**src/rtl/core_csr_regfile_pkg.sv**
```systemverilog
// Shared definitions for the machine-mode CSR register file: CSR addresses,
// mstatus field positions, the fixed misa value and the CSR op encoding.
package core_csr_regfile_pkg;

  localparam int unsigned CoreXlen    = 32;
  localparam int unsigned CorePcWidth = 32;

  // CSR addresses
  localparam logic [11:0] CsrMstatus   = 12'h300;
  localparam logic [11:0] CsrMisa      = 12'h301;
  localparam logic [11:0] CsrMtvec     = 12'h305;
  localparam logic [11:0] CsrMscratch  = 12'h340;
  localparam logic [11:0] CsrMepc      = 12'h341;
  localparam logic [11:0] CsrMcause    = 12'h342;
  localparam logic [11:0] CsrMcycle    = 12'hB00;
  localparam logic [11:0] CsrMinstret  = 12'hB02;
  localparam logic [11:0] CsrMcycleh   = 12'hB80;
  localparam logic [11:0] CsrMinstreth = 12'hB82;
  localparam logic [11:0] CsrMhartid   = 12'hF14;

  // mstatus field positions
  localparam int unsigned MstatusMieBit  = 3;
  localparam int unsigned MstatusMpieBit = 7;
  localparam int unsigned MstatusMppLo   = 11;
  localparam int unsigned MstatusMppHi   = 12;

  // RV32I, machine mode only
  localparam logic [31:0] MisaValue = 32'h4000_0100;

  typedef enum logic [1:0] {
    CsrOpNone = 2'b00,
    CsrOpRw   = 2'b01,
    CsrOpRs   = 2'b10,
    CsrOpRc   = 2'b11
  } csr_op_e;

endpackage

```
**src/rtl/core_csr_regfile_if.sv**
```systemverilog
// CSR access bus between the execute stage (master) and the CSR register
// file (slave).
//   csr_rd_en/csr_wr_en : access request, csr_op : RW/RS/RC/none
//   csr_addr, csr_wdata : address and operand
//   csr_rdata           : old value of the addressed CSR (combinational)
//   csr_illegal         : access to an unimplemented or read-only CSR
interface core_csr_regfile_if #(
  parameter int unsigned XLEN = core_csr_regfile_pkg::CoreXlen
) ();

  logic            csr_rd_en;
  logic            csr_wr_en;
  logic [1:0]      csr_op;
  logic [11:0]     csr_addr;
  logic [XLEN-1:0] csr_wdata;
  logic [XLEN-1:0] csr_rdata;
  logic            csr_illegal;

  modport master (
    output csr_rd_en, csr_wr_en, csr_op, csr_addr, csr_wdata,
    input  csr_rdata, csr_illegal
  );

  modport slave (
    input  csr_rd_en, csr_wr_en, csr_op, csr_addr, csr_wdata,
    output csr_rdata, csr_illegal
  );

endinterface

```
**src/rtl/core_csr_counter64.sv**
```systemverilog
// 64-bit free-running counter with separate low/high write ports.
//   clk, rst_n : clock, synchronous active-low reset
//   inc_i      : count this cycle
//   wr_lo_i    : load wdata_i into bits [31:0]
//   wr_hi_i    : load wdata_i into bits [63:32]
//   cnt_o      : current count
// Any write suppresses the increment for that cycle; the unwritten half
// keeps its value with no carry applied.
module core_csr_counter64 (
  input  logic        clk,
  input  logic        rst_n,
  input  logic        inc_i,
  input  logic        wr_lo_i,
  input  logic        wr_hi_i,
  input  logic [31:0] wdata_i,
  output logic [63:0] cnt_o
);

  logic [63:0] cnt_q, cnt_d;

  always_comb begin
    cnt_d = cnt_q;
    if (wr_lo_i || wr_hi_i) begin
      if (wr_lo_i) cnt_d[31:0]  = wdata_i;
      if (wr_hi_i) cnt_d[63:32] = wdata_i;
    end else if (inc_i) begin
      cnt_d = cnt_q + 64'd1;
    end
  end

  always_ff @(posedge clk) begin
    if (!rst_n) begin
      cnt_q <= '0;
    end else begin
      cnt_q <= cnt_d;
    end
  end

  assign cnt_o = cnt_q;

endmodule

```
**src/rtl/core_csr_regfile.sv**
```systemverilog
// Machine-mode CSR register file.
//   clk, rst_n        : clock, synchronous active-low reset
//   csr_bus (slave)   : CSR read/modify/write access from execute
//   cmt_*             : trap commit strobes and data from the exception block
//   mret_en           : mret retiring
//   instr_retire      : one instruction retired this cycle
//   csr_mtvec         : trap target for fetch redirect
//   csr_mepc          : mret target for fetch redirect
//   csr_mie           : mstatus.MIE
// Register update priority: trap commit > mret > CSR instruction write.
module core_csr_regfile
  import core_csr_regfile_pkg::*;
#(
  parameter int unsigned     XLEN        = CoreXlen,
  parameter int unsigned     PC_WIDTH    = CorePcWidth,
  parameter logic [XLEN-1:0] MTVEC_RESET = '0,
  parameter logic [XLEN-1:0] HART_ID     = '0
) (
  input  logic                 clk,
  input  logic                 rst_n,
  core_csr_regfile_if.slave    csr_bus,
  input  logic                 cmt_mstatus_en,
  input  logic                 cmt_mcause_en,
  input  logic                 cmt_mepc_en,
  input  logic [XLEN-1:0]      cmt_mcause,
  input  logic [PC_WIDTH-1:0]  cmt_mepc,
  input  logic                 mret_en,
  input  logic                 instr_retire,
  output logic [PC_WIDTH-1:0]  csr_mtvec,
  output logic [PC_WIDTH-1:0]  csr_mepc,
  output logic                 csr_mie
);

  localparam logic [XLEN-1:0]     XAlignMask  = ~XLEN'(3);
  localparam logic [PC_WIDTH-1:0] PcAlignMask = ~PC_WIDTH'(3);

  logic                mie_q, mie_d;
  logic                mpie_q, mpie_d;
  logic [XLEN-1:0]     mtvec_q, mtvec_d;
  logic [XLEN-1:0]     mscratch_q, mscratch_d;
  logic [PC_WIDTH-1:0] mepc_q, mepc_d;
  logic [XLEN-1:0]     mcause_q, mcause_d;
  logic [63:0]         mcycle, minstret;

  logic            access, implemented, illegal, csr_we;
  logic [XLEN-1:0] mstatus_rd, old_val, new_val;
  csr_op_e         op;

  assign op     = csr_op_e'(csr_bus.csr_op);
  assign access = csr_bus.csr_rd_en | csr_bus.csr_wr_en;

  always_comb begin
    mstatus_rd                            = '0;
    mstatus_rd[MstatusMieBit]             = mie_q;
    mstatus_rd[MstatusMpieBit]            = mpie_q;
    mstatus_rd[MstatusMppHi:MstatusMppLo] = 2'b11;
  end

  // Read mux; also the "old" operand of RS/RC.
  always_comb begin
    old_val     = '0;
    implemented = 1'b1;
    case (csr_bus.csr_addr)
      CsrMstatus:   old_val = mstatus_rd;
      CsrMisa:      old_val = XLEN'(MisaValue);
      CsrMtvec:     old_val = mtvec_q;
      CsrMscratch:  old_val = mscratch_q;
      CsrMepc:      old_val = XLEN'(mepc_q);
      CsrMcause:    old_val = mcause_q;
      CsrMcycle:    old_val = XLEN'(mcycle[31:0]);
      CsrMcycleh:   old_val = XLEN'(mcycle[63:32]);
      CsrMinstret:  old_val = XLEN'(minstret[31:0]);
      CsrMinstreth: old_val = XLEN'(minstret[63:32]);
      CsrMhartid:   old_val = HART_ID;
      default:      implemented = 1'b0;
    endcase
  end

  assign illegal = access &
                   (~implemented | (csr_bus.csr_wr_en & (csr_bus.csr_addr == CsrMhartid)));

  assign csr_bus.csr_illegal = illegal;
  assign csr_bus.csr_rdata   = (access & ~illegal) ? old_val : '0;

  assign csr_we = csr_bus.csr_wr_en & (op != CsrOpNone) & ~illegal;

  always_comb begin
    new_val = old_val;
    unique case (op)
      CsrOpRw: new_val = csr_bus.csr_wdata;
      CsrOpRs: new_val = old_val | csr_bus.csr_wdata;
      CsrOpRc: new_val = old_val & ~csr_bus.csr_wdata;
      default: new_val = old_val;
    endcase
  end

  always_comb begin
    mie_d      = mie_q;
    mpie_d     = mpie_q;
    mtvec_d    = mtvec_q;
    mscratch_d = mscratch_q;
    mepc_d     = mepc_q;
    mcause_d   = mcause_q;

    if (cmt_mstatus_en) begin
      mpie_d = mie_q;
      mie_d  = 1'b0;
    end else if (mret_en) begin
      mie_d  = mpie_q;
      mpie_d = 1'b1;
    end else if (csr_we && (csr_bus.csr_addr == CsrMstatus)) begin
      mie_d  = new_val[MstatusMieBit];
      mpie_d = new_val[MstatusMpieBit];
    end

    if (csr_we && (csr_bus.csr_addr == CsrMtvec)) mtvec_d = new_val & XAlignMask;
    if (csr_we && (csr_bus.csr_addr == CsrMscratch)) mscratch_d = new_val;

    if (cmt_mepc_en) begin
      mepc_d = cmt_mepc & PcAlignMask;
    end else if (csr_we && (csr_bus.csr_addr == CsrMepc)) begin
      mepc_d = PC_WIDTH'(new_val) & PcAlignMask;
    end

    if (cmt_mcause_en) begin
      mcause_d = cmt_mcause;
    end else if (csr_we && (csr_bus.csr_addr == CsrMcause)) begin
      mcause_d = new_val;
    end
  end

  always_ff @(posedge clk) begin
    if (!rst_n) begin
      mie_q      <= 1'b0;
      mpie_q     <= 1'b0;
      mtvec_q    <= MTVEC_RESET & XAlignMask;
      mscratch_q <= '0;
      mepc_q     <= '0;
      mcause_q   <= '0;
    end else begin
      mie_q      <= mie_d;
      mpie_q     <= mpie_d;
      mtvec_q    <= mtvec_d;
      mscratch_q <= mscratch_d;
      mepc_q     <= mepc_d;
      mcause_q   <= mcause_d;
    end
  end

  core_csr_counter64 u_mcycle (
    .clk     (clk),
    .rst_n   (rst_n),
    .inc_i   (1'b1),
    .wr_lo_i (csr_we && (csr_bus.csr_addr == CsrMcycle)),
    .wr_hi_i (csr_we && (csr_bus.csr_addr == CsrMcycleh)),
    .wdata_i (new_val[31:0]),
    .cnt_o   (mcycle)
  );

  core_csr_counter64 u_minstret (
    .clk     (clk),
    .rst_n   (rst_n),
    .inc_i   (instr_retire),
    .wr_lo_i (csr_we && (csr_bus.csr_addr == CsrMinstret)),
    .wr_hi_i (csr_we && (csr_bus.csr_addr == CsrMinstreth)),
    .wdata_i (new_val[31:0]),
    .cnt_o   (minstret)
  );

  assign csr_mtvec = PC_WIDTH'(mtvec_q);
  assign csr_mepc  = mepc_q;
  assign csr_mie   = mie_q;

endmodule
```
**src/flat_wrapper.sv**
```systemverilog
// flat-port wrapper written by rule: the top's interface ports become plain ports
module core_csr_regfile_flat import core_csr_regfile_pkg::*;
#(
  parameter int unsigned     XLEN        = CoreXlen,
  parameter int unsigned     PC_WIDTH    = CorePcWidth,
  parameter logic [XLEN-1:0] MTVEC_RESET = '0,
  parameter logic [XLEN-1:0] HART_ID     = '0
)
  (clk, rst_n, cmt_mstatus_en, cmt_mcause_en, cmt_mepc_en, cmt_mcause, cmt_mepc, mret_en, instr_retire, csr_mtvec, csr_mepc, csr_mie, csr_bus_csr_rd_en, csr_bus_csr_wr_en, csr_bus_csr_op, csr_bus_csr_addr, csr_bus_csr_wdata, csr_bus_csr_rdata, csr_bus_csr_illegal);
  core_csr_regfile_if #(.XLEN(XLEN)) csr_bus_i ();
  input  logic clk;
  input  logic rst_n;
  input  logic cmt_mstatus_en;
  input  logic cmt_mcause_en;
  input  logic cmt_mepc_en;
  input  logic [XLEN-1:0] cmt_mcause;
  input  logic [PC_WIDTH-1:0] cmt_mepc;
  input  logic mret_en;
  input  logic instr_retire;
  output logic [PC_WIDTH-1:0] csr_mtvec;
  output logic [PC_WIDTH-1:0] csr_mepc;
  output logic csr_mie;
  input wire logic [$bits(csr_bus_i.csr_rd_en)-1:0] csr_bus_csr_rd_en;
  input wire logic [$bits(csr_bus_i.csr_wr_en)-1:0] csr_bus_csr_wr_en;
  input wire logic [$bits(csr_bus_i.csr_op)-1:0] csr_bus_csr_op;
  input wire logic [$bits(csr_bus_i.csr_addr)-1:0] csr_bus_csr_addr;
  input wire logic [$bits(csr_bus_i.csr_wdata)-1:0] csr_bus_csr_wdata;
  output wire logic [$bits(csr_bus_i.csr_rdata)-1:0] csr_bus_csr_rdata;
  output wire logic [$bits(csr_bus_i.csr_illegal)-1:0] csr_bus_csr_illegal;
  assign csr_bus_i.csr_rd_en = csr_bus_csr_rd_en;
  assign csr_bus_i.csr_wr_en = csr_bus_csr_wr_en;
  assign csr_bus_i.csr_op = csr_bus_csr_op;
  assign csr_bus_i.csr_addr = csr_bus_csr_addr;
  assign csr_bus_i.csr_wdata = csr_bus_csr_wdata;
  assign csr_bus_csr_rdata = csr_bus_i.csr_rdata;
  assign csr_bus_csr_illegal = csr_bus_i.csr_illegal;
  core_csr_regfile #(.XLEN(XLEN), .PC_WIDTH(PC_WIDTH), .MTVEC_RESET(MTVEC_RESET), .HART_ID(HART_ID)) u_core (.clk(clk), .rst_n(rst_n), .csr_bus(csr_bus_i), .cmt_mstatus_en(cmt_mstatus_en), .cmt_mcause_en(cmt_mcause_en), .cmt_mepc_en(cmt_mepc_en), .cmt_mcause(cmt_mcause), .cmt_mepc(cmt_mepc), .mret_en(mret_en), .instr_retire(instr_retire), .csr_mtvec(csr_mtvec), .csr_mepc(csr_mepc), .csr_mie(csr_mie));
endmodule
```
**config.mk**
```make
export PLATFORM = sky130hd
export DESIGN_NAME = core_csr_regfile_flat
export DESIGN_NICKNAME = d
export VERILOG_FILES = /design/src/rtl/core_csr_regfile_pkg.sv /design/src/rtl/core_csr_regfile_if.sv /design/src/rtl/core_csr_counter64.sv /design/src/rtl/core_csr_regfile.sv /design/src/flat_wrapper.sv
export SDC_FILE = /design/constraint.sdc
export NUM_CORES = 1
export LEC_CHECK = 0
export CAP_MARGIN = 40
export CORE_AREA = 2 2 200 202
export CTS_CLUSTER_SIZE = 25
export DETAILED_ROUTE_END_ITERATION = 16
export DIE_AREA = 0 0 202 204
export PLACE_DENSITY = 0.66
export SLEW_MARGIN = 10
export SYNTH_ARGS = -nofsm -noshare
export SYNTH_HDL_FRONTEND = slang
export SYNTH_SLANG_ARGS = --single-unit
```
**constraint.sdc**
```tcl
create_clock -name clk -period 2.8 [get_ports clk]
set_input_delay 0.42 -clock clk [delete_from_list [all_inputs] [get_ports clk]]
set_output_delay 0.42 -clock clk [all_outputs]
set_load 0.01 [all_outputs]
```
==> reports/results.md <==
### Timing
• fraction of the cycle the final worst path needs: 101%
• setup ws final: -0.0269 ns
• worst slew margin relative to its limit: 41.3%
• fin crit period: 2.83 ns
• Slew @ Worst Pin: 0.875 ns
• Highest Clock Rate: 0.354 GHz
• final-report max-slew violation count: 0
• number of failing hold endpoints at the final stage: 0
• RSZ-0062 raised after global routing: true
• Final Setup Violations: 3
• Max Clock Skew: 0.0330 ns

### Floorplanning
• vertical extent of the die: 204 um
• area of the core: 39200 sq um
• IO Count: 217
• full die area: 41200 sq um
• effective utilization at floorplan: 44.3%
• chip width: 202 um
• cell row count: 73

### GRT
• sum of overflow across all layers after global routing: 0
• antenna violations before repair: 4
• largest net degree at the start of global routing: 145
• Global Route Usage Sum: 46.7%
• first-pass GRT wire length: 144000 um
• vias in the first global route: 21800

### Critical path
• Worst Reg2Reg Path Length in Cells: 8
• slowest stage cell, crit path: sky130_fd_sc_hd__a22oi_1
• reg-to-reg slack, setup: 0.12 ns
• Critical Setup Path Class: in -> out
• endpoint class of the critical path: output port
• arrival time reported for the critical path endpoint: 2.41 ns
• required time at the worst-slack endpoint: 2.38 ns
• largest fanout of any net on the critical path: 8
• CP Cell Sequence: clkdlybuf4s15_1 > buf_6 > nor4_4 > buf_4 > buf_12 > buf_4 > a22oi_1 > o22ai_2 > nor3_2 > nor2_1 > clkdlybuf4s15_1
• worst r2r dst: u_core.u_minstret.cnt_o[52]$_SDFFE_PN0P_
• maximum cell stage delay along the critical path: 0.35 ns
• critical path startpoint category: input port
• Reg2Reg Launch Point: u_core.u_minstret.cnt_o[1]$_SDFFE_PN0P_

### Clock network
• CTS Root Cell: sky130_fd_sc_hd__clkbuf_16
• CTS Hold Buffers Added: 0
• H-tree depth: 1
• total clock buffers created by CTS: 30
• Worst-path clk slew: 0.06 ns
• sinks on the clock net: 254
• clock insertion delay at the later pin of the skew report: 0.62 ns
• clock tree from TritonCTS: built
• Bufs on Longest Clock Path: 3

### Logic synthesis
• netlist area before placement: 17400 sq um
• count of state elements after synthesis: 254
• async set or reset register ratio after synthesis: 0%
• ys flop type: sky130_fd_sc_hd__dfxtp_1
• number of enable flip-flop cells after synthesis: 0
• sequential cell area fraction in the yosys report: 29.3%
• unique cell type count in the Yosys netlist: 103
• number of warnings printed during yosys synthesis: 0
• post-synthesis instance total: 2272
• mean post-synth cell area: 7.64 sq um

### Power and ir drop
• Internal Pwr Total: 6.96 mW
• Psw: 2.68 mW
• Lkg Pwr: 10.2 nW
• ratio of total power to cell area: 369 nW/um^2
• part of the power in registers: 38.8%
• sw frac: 27.8%
• share of total power in combinational logic: 16.6%
• fraction of power consumed by the clock network: 44.6%
• Peak VDD IR: 0.488 mV

### Hold path
• Worst Hold Path EP: u_core.u_minstret.cnt_o[25]$_SDFFE_PN0P_
• number of cells traversed by the worst hold path: 3
• Hold Path Class: in -> reg
• hold path startpoint: rst_n

### Routing
• drt pass-1 iters: 8
• overall via count from detail_route: 23300
• Iteration-0 DRC Markers: 3421
• Final ANT Viol Nets: 0
• average vias per placed instance: 6.73
• residual DRC count: 0
• final routed wire length divided by cell count: 28.8 um
• Detailed Route WL: 99500 um

### Status
• outcome: finished with violations
• violations in the final reports: negative setup slack

### Placed design
• pre-CTS WS: -0.818 ns
• Cell Area, Placed: 23900 sq um
• Final Wtd Congestion: 1.08
• placed wire-length estimate after detailed placement: 75700 um
• number of instances in the placed design: 3342
• IO buf count: 210

### Job
• Max Cap Viol: 0

### Finish
• leading cell type in the layout, fill and taps excluded: sky130_fd_sc_hd__buf_4
• area growth from synthesis to layout: 50.3%
• nets: 3031
• commonest cells after routing, fill and taps aside: sky130_fd_sc_hd__buf_4 (505), sky130_fd_sc_hd__dfxtp_1 (253), sky130_fd_sc_hd__nand2_1 (190)
• share of the core filled with cells: 66.6%
• final std cells w/o fill: 3460
• final instance area: 26100 sq um
• fraction of final layout cells sized beyond drive strength 1: 28.9%

==> worst max-delay path, delay by kind of cell <==
family,cells,cell delay [ns]
buffers and inverters,6,1.01
AND/OR/NAND/NOR,3,0.46
AO/OA/AOI/OAI,2,0.51
==> synthesized netlist by cell type (15+ instances only) <==
| cell | n | area (sq um) |
|---|---|---|
| sky130_fd_sc_hd__o22ai_1 | 32 | 200 |
| sky130_fd_sc_hd__a22oi_1 | 22 | 165 |
| sky130_fd_sc_hd__inv_1 | 26 | 97.6 |
| sky130_fd_sc_hd__mux2i_1 | 65 | 651 |
| sky130_fd_sc_hd__o31a_1 | 19 | 166 |
| sky130_fd_sc_hd__o31ai_1 | 15 | 113 |
| sky130_fd_sc_hd__o21a_1 | 43 | 323 |
| sky130_fd_sc_hd__and4_1 | 19 | 166 |
| sky130_fd_sc_hd__nor4_1 | 27 | 169 |
| sky130_fd_sc_hd__clkbuf_1 | 126 | 473 |
| sky130_fd_sc_hd__and3_1 | 69 | 432 |
| sky130_fd_sc_hd__nand2_1 | 193 | 724 |
| sky130_fd_sc_hd__buf_2 | 50 | 250 |
| sky130_fd_sc_hd__a21oi_1 | 167 | 836 |
| sky130_fd_sc_hd__o21ai_0 | 188 | 941 |
| sky130_fd_sc_hd__a31oi_1 | 52 | 325 |
| sky130_fd_sc_hd__mux2_2 | 20 | 225 |
| sky130_fd_sc_hd__o2bb2ai_1 | 15 | 131 |
| sky130_fd_sc_hd__nand4_1 | 83 | 519 |
| sky130_fd_sc_hd__nor2_1 | 188 | 706 |
| sky130_fd_sc_hd__a41oi_1 | 30 | 263 |
| sky130_fd_sc_hd__and2_1 | 29 | 181 |
| sky130_fd_sc_hd__o211a_1 | 35 | 350 |
| sky130_fd_sc_hd__a211oi_1 | 27 | 203 |
| sky130_fd_sc_hd__nand3_1 | 104 | 521 |
| sky130_fd_sc_hd__dfxtp_1 | 254 | 5080 |
| sky130_fd_sc_hd__nor3_1 | 53 | 265 |
| sky130_fd_sc_hd__nand2b_1 | 15 | 93.8 |
==> routing by layer <==
| layer | share of wire, % | up-vias | track usage, % |
|---|---|---|---|
| met5 | 0.084 | - | 0 |
| met4 | 7.6 | 8 | 28.4 |
| met3 | 13 | 399 | 13.7 |
| met2 | 39 | 1798 | 65.3 |
| met1 | 40 | 11100 | 62.9 |
| li1 | - | 9996 | - |
==> per-stage QoR <==
step / setup TNS [ns] / hold WS [ns] / power, mW
floorplan: 0 / 0.429 / 4.35
global placement: -135.68 / 0.438 / 5.26
detailed placement: -128.66 / 0.447 / 5.28
CTS: -0.00403 / 0.372 / 9.56
global route: -0.103 / 0.413 / 9.80
finish: -0.0501 / 0.382 / 9.64
==> power groups by stage <==
stage / logic [mW] / clock network (mW) / registers [mW]
after floorplan: 0.545 / 0 / 3.81
after global placement: 1.45 / 0 / 3.82
after detailed placement: 1.46 / 0 / 3.82
after CTS: 1.51 / 4.30 / 3.74
after global routing: 1.64 / 4.42 / 3.75
final: 1.60 / 4.30 / 3.74
==> cell type report <==
| class | instances | area [sq um] |
|---|---|---|
| Multi-Input combinational cell | 1792 | 11900 |
| Clock buffer | 45 | 897 |
| Clock inverter | 10 | 165 |
| Fill cell | 3318 | 13100 |
| Tap cell | 525 | 657 |
| Antenna cell | 2 | 5.00 |
| Inverter | 27 | 103 |
| Timing Repair Buffer | 805 | 7250 |
| Sequential cell | 254 | 5090 |
==> sequential cells by signal (all words and copies together), names as in the netlist <==
register                 cells
u_core.mscratch_q           32
u_core.csr_mtvec            30
u_core.mcause_q             32
u_core.csr_mie               1
u_core.u_mcycle.cnt_o       64
u_core.u_minstret.cnt_o     64
u_core.mpie_q                1
u_core.csr_mepc             30
==> repair_timing <==
item | 4_1_cts | 5_1_grt
endpoints found under the setup margin | 62 | 54
cloned | 6 | 0
pin swaps | 38 | 33
endpoints found under the hold margin | 0 | 0
resized for setup | 251 | 50
buffers inserted | 37 | 20
==> logic make-up (layout without fill, tap and decap cells) <==
| kind of cell | after synthesis | count (layout) | synth area share, % |
|---|---|---|---|
| buf+inv | 229 | 887 | 5.90 |
| compound gates | 801 | 801 | 31.3 |
| fa+ha+maj | 2 | 2 | 0.144 |
| xor+xnor | 13 | 13 | 0.656 |
| simple gates | 887 | 887 | 27.7 |
| flops | 254 | 254 | 29.3 |
| mux | 85 | 85 | 5.05 |
| other cells | 1 | 6 | 0.0216 |
==> worst max path at each step <==
stage                                                           to                 start  slack (ns)  cells after the start
final                                        csr_bus_csr_rdata[30]  csr_bus_csr_addr[10]       -0.03                     11
after global routing                          csr_bus_csr_rdata[8]  csr_bus_csr_addr[10]       -0.03                      9
after CTS                                    csr_bus_csr_rdata[31]   csr_bus_csr_addr[4]      -0.003                     10
after detailed placement    u_core.u_mcycle.cnt_o[51]$_SDFFE_PN0P_  csr_bus_csr_addr[10]       -0.82                     13
after global placement    u_core.u_minstret.cnt_o[11]$_SDFFE_PN0P_   csr_bus_csr_addr[2]       -1.01                     11
after floorplan                               csr_bus_csr_rdata[5]   csr_bus_csr_addr[5]        0.09                      8
Power figures use the tool's default switching activity.
==> RTL edit 1 (same flow settings) <==
Change the package constant `CorePcWidth` from 32 to 16.
--- a/src/rtl/core_csr_regfile_pkg.sv
+++ b/src/rtl/core_csr_regfile_pkg.sv
@@ -3,7 +3,7 @@
 package core_csr_regfile_pkg;
 
   localparam int unsigned CoreXlen    = 32;
-  localparam int unsigned CorePcWidth = 32;
+  localparam int unsigned CorePcWidth = 16;
 
   // CSR addresses
   localparam logic [11:0] CsrMstatus   = 12'h300;
Ports: changed (resized cmt_mepc, csr_mepc and csr_mtvec); port bits go from 217 to 169. No check against the original RTL was run, so the function may have changed too.
==> RTL edit 1 against the unedited design <==
  * The run still ends with negative setup slack left
  * Global-route usage down 3.9 points
  * Via count shrank 8.0%
  * Largest cell class unchanged
  * Highest routed layer unchanged
  * Largest power group unchanged
  * Core utilization decreased by 5.2 points
  * Sequential share of layout area grew 0.33 points
  * Non-clock buffer count fell by 83
  * Sequential cell count is 16 lower
  * Critical endpoint is now csr_bus_csr_rdata[0]
  * Design area shrank 7.9%
  * Setup slack worse by 37 ps
  * Routed wire length decreased by 8.2%
  * Total power down 7.6%
  * Critical path type unchanged
  * Hold slack worse by 170 ps
  * Area after synthesis fell by 5.1%
==> RTL edit 1: results (changes against the unedited design) <==
- Post-DP Area: 22300 um2 (-6.6%)
- Multiplexer area fraction after synthesis: 0.0532 (+0.00272)
- Slowest-stage cell, CP: or4b_4
- Vias: 21427 (-8.0%)
- Hold endpoint: u_core.u_mcycle.cnt_o[33]
- Yosys cell types: 114 (+11%)
- Wl on met1: 36700 um (-7.1%)
- Complex-gate fraction of the synthesized area: 0.287 (-0.0257)
- GR Util met3: 0.0741 (-0.0627)
- Multi-input gate area: 11100 um2 (-6.7%)
- Detailed Route WL: 91300 um (-8.2%)
- Setup violators final: 7 (+4)
- Crit. Startpoint: csr_bus_csr_addr[1]
- Status: complete, but fails checks
- Maximum number of pins on one net before global-route repair: 122 (-16%)
- Sequential fraction of the synthesis area: 0.289 (-0.00365)
- Reg clk slew, reported paths: 80 ps (+20 ps)
- Vias in the first global route: 19938 (-8.5%)
- Failing checks: negative setup slack
- TritonCTS Buffers: 29 (-3.3%)
- GPL Wtd Cong: 1.05 (-3.0%)
- Total leakage power: 9.08 nW (-11%)
- Hold Slack: 212 ps (-169 ps)
- End of the critical path: csr_bus_csr_rdata[0]
- Met2 WL: 38300 um (-1.9%)
- Routed wl met3: 9990 um (-25%)
- GR Util All Layers: 0.428 (-0.0387)
- Top Family by Delay on Critical Path: simple AND/OR/NAND/NOR gates
- Setup WS post-layout: -63.6 ps (-36.8 ps)
- Hold Path Depth: 2 (-1)
- Drt initial violations: 2660 (-22%)
- Initial antenna violation count: 2 (-2)
- XOR/XNOR share of the synthesized area: 0.00479 (-0.00177)
RTL edit 1: cell count changes in the layout (fill, tap and decap cells not counted), sizes merged, moves of 29 or more:
cell	delta
nor2	-46
o221ai	+38
o21ai	-29
o211a	-32
clkdlybuf4s50	-48
a21oi	-65
nand3	+85
o22ai	+42
RTL edit 1: cell type report:
class | instances | share of cell area
antenna | 1 | 0.000104
clock buffer | 36 | 0.0325
sequential | 238 | 0.198
multi-input combinational | 1689 | 0.463
clock inverter | 17 | 0.00869
timing repair buffer | 722 | 0.267
tap | 525 | 0.0273
inverter | 21 | 0.00328
RTL edit 1: metrics by stage:
step	power (W)	worst slack [ps]	std cells
final	0.00891	-63.6	3249
after global routing	0.00909	-110	3248
after CTS	0.00884	-75.7	3235
after detailed placement	0.00482	-918	3160
after global placement	0.00482	-1110	3159
after floorplan	0.00402	77.7	2163
==> RTL edit 2 (config.mk and constraints unchanged) <==
Without the edit above. Add an input register stage for `cmt_mcause_en`, cleared by the reset; this delays it by one clock. The other inputs are not delayed to match.
--- a/src/rtl/core_csr_regfile.sv
+++ b/src/rtl/core_csr_regfile.sv
@@ -33,6 +33,16 @@
 
   localparam logic [XLEN-1:0]     XAlignMask  = ~XLEN'(3);
   localparam logic [PC_WIDTH-1:0] PcAlignMask = ~PC_WIDTH'(3);
+
+  logic cmt_mcause_en_q;
+
+  always_ff @(posedge clk) begin
+    if (!rst_n) begin
+      cmt_mcause_en_q <= '0;
+    end else begin
+      cmt_mcause_en_q <= cmt_mcause_en;
+    end
+  end
 
   logic                mie_q, mie_d;
   logic                mpie_q, mpie_d;
@@ -122,7 +132,7 @@
       mepc_d = PC_WIDTH'(new_val) & PcAlignMask;
     end
 
-    if (cmt_mcause_en) begin
+    if (cmt_mcause_en_q) begin
       mcause_d = cmt_mcause;
     end else if (csr_we && (csr_bus.csr_addr == CsrMcause)) begin
       mcause_d = new_val;
Behaviour: not the same (a bounded check fails within 4 cycles, from zero or initial values and one cycle with rst_n low).
==> RTL edit 2 against the unedited design <==
  * The run still ends with negative setup slack left
  * Hold slack got worse by 180 ps
  * Die area stayed put
  * Total power shrank 4.4%
  * Setup slack got worse by 58 ps
  * Non-clock buffer count decreased by 79
  * Routed wire length fell by 5.4%
  * Synthesized cell count shrank 4.3%
  * Area after synthesis down 4.1%
  * Sequential cell count grew 1
  * Design area decreased by 6.1%
  * Core utilization is 4.1 points lower
  * Fmax down 2.0%
  * Sequential share of layout area is 1.4 points higher
  * Critical endpoint is now csr_bus_csr_rdata[2]
==> RTL edit 2: results (changes against the unedited design) <==
- Vias: 21845 (-6.3%)
- Synth top area cells: dfxtp_1 (31%), nor2_1 (4.8%), a21oi_1 (4.6%)
- Setup_tns: -236 ps (-186 ps)
- Layout Cells excl Fill: 3296 (-4.7%)
- Sequential fraction of the synthesis area: 0.307 (+0.0137)
- Post-DP Area: 22800 um2 (-4.4%)
- Total leakage power: 9.02 nW (-12%)
- GR Util met3: 0.0981 (-0.0387)
- GPL Wtd Cong: 1.05 (-2.9%)
- Layout Nets: 2866 (-5.4%)
- Synth cell count leaders: dfxtp_1 (255), nor2_1 (212), nand2_1 (189), a21oi_1 (154), o21ai_0 (152)
- Slowest cell delay on critical path: 530 ps (+180 ps)
- Switching pwr: 0.00260 W (-3.1%)
- Clk pwr: 0.00401 W (-6.7%)
- Status: complete, but fails checks
- Setup WS post-layout: -84.6 ps (-57.8 ps)
- Pre-CTS WS: -1050 ps (-228 ps)
- Yosys cell types: 101 (-1.9%)
- Vias in the first global route: 20203 (-7.3%)
- Sequential Power Share: 0.406 (+0.018)
- Top Family by Delay on Critical Path: simple AND/OR/NAND/NOR gates
- Placed insts: 3208 (-4.0%)
- Met1 Use GR: 0.591 (-0.0373)
- First-pass GRT wire length: 135000 um (-6.3%)
- Total power divided by cell area: 376 nW/um2 (+1.8%)
- Worst Path Max Fanout: 7 (-1)
- Relative slew slack: 0.366 (-0.0469)
- Failing checks: negative setup slack
- Clock latency at the later pin of the worst-skew pair: 600 ps (-20 ps)
- Fillers: 3555 (+7.1%)
- Reg2Reg Setup Slack: 50 ps (-70 ps)
- Slowest-stage cell, CP: or4_4
- Drt pass-1 iters: 6 (-2)
- Maximum vdd drop: 0.000478 V (-2.2%)
- Initial antenna violation count: 1 (-3)
- Maximum number of pins on one net before global-route repair: 74 (-49%)
- Setup violators final: 6 (+3)
- Drt initial violations: 2667 (-22%)
RTL edit 2: cell count changes in the layout (fill, tap and decap cells not counted), sizes merged, moves of 13 or more:
cell	before	now
a211o	5	20
a211oi	29	71
a21oi	169	155
a22oi	22	61
a41oi	30	11
and3	69	34
buf	622	558
mux2	20	7
nand4	83	51
nor2	190	213
o211a	36	10
o21ai	194	159
o2bb2ai	15	31
RTL edit 2: logic make-up after synthesis:
kind of cell / Yosys count / synth area share
AO/OA/AOI/OAI: 812 / 0.335
XOR/XNOR: 7 / 0.00368
adder cells (fa/ha/maj): 2 / 0.00150
buffers and inverters: 214 / 0.0558
flip-flops: 255 / 0.307
multiplexers: 75 / 0.0494
other: 1 / 0.000225
AND/OR/NAND/NOR: 809 / 0.248
RTL edit 2: metal layers:
layer / vias up / routed length, um
met4: 2 / 6050
met1: 10519 / 37500
met2: 1503 / 39600
li1: 9502 / -
met5: - / 16
met3: 319 / 11000
RTL edit 2: worst paths after layout:
| path | start | to | cells after the start |
|---|---|---|---|
| max | csr_bus_csr_addr[6] | csr_bus_csr_rdata[2] | 10 |
| max reg2reg | u_core.csr_mepc[15] | u_core.u_mcycle.cnt_o[47] | 8 |
| min reg2reg | u_core.mscratch_q[11] | u_core.mscratch_q[11] | 2 |
| min | rst_n | u_core.u_minstret.cnt_o[8] | 2 |
RTL edit 2: cell type report:
class	instances	area [um2]	area share
well taps	525	657	0.0268
clock inverters	9	73.8	0.00301
diodes	2	5.00	0.000204
flip-flops and latches	255	5110	0.208
multi-input cells	1709	11200	0.456
repair buffers	726	6490	0.265
clock buffers	47	906	0.0370
inverters	23	88.8	0.00363
RTL edit 2: repair_timing:
item	CTS	global route
pin swaps	16	15
buffers inserted	23	13
cloned	4	0
setup endpoints to repair	233	48
resized for setup	220	85
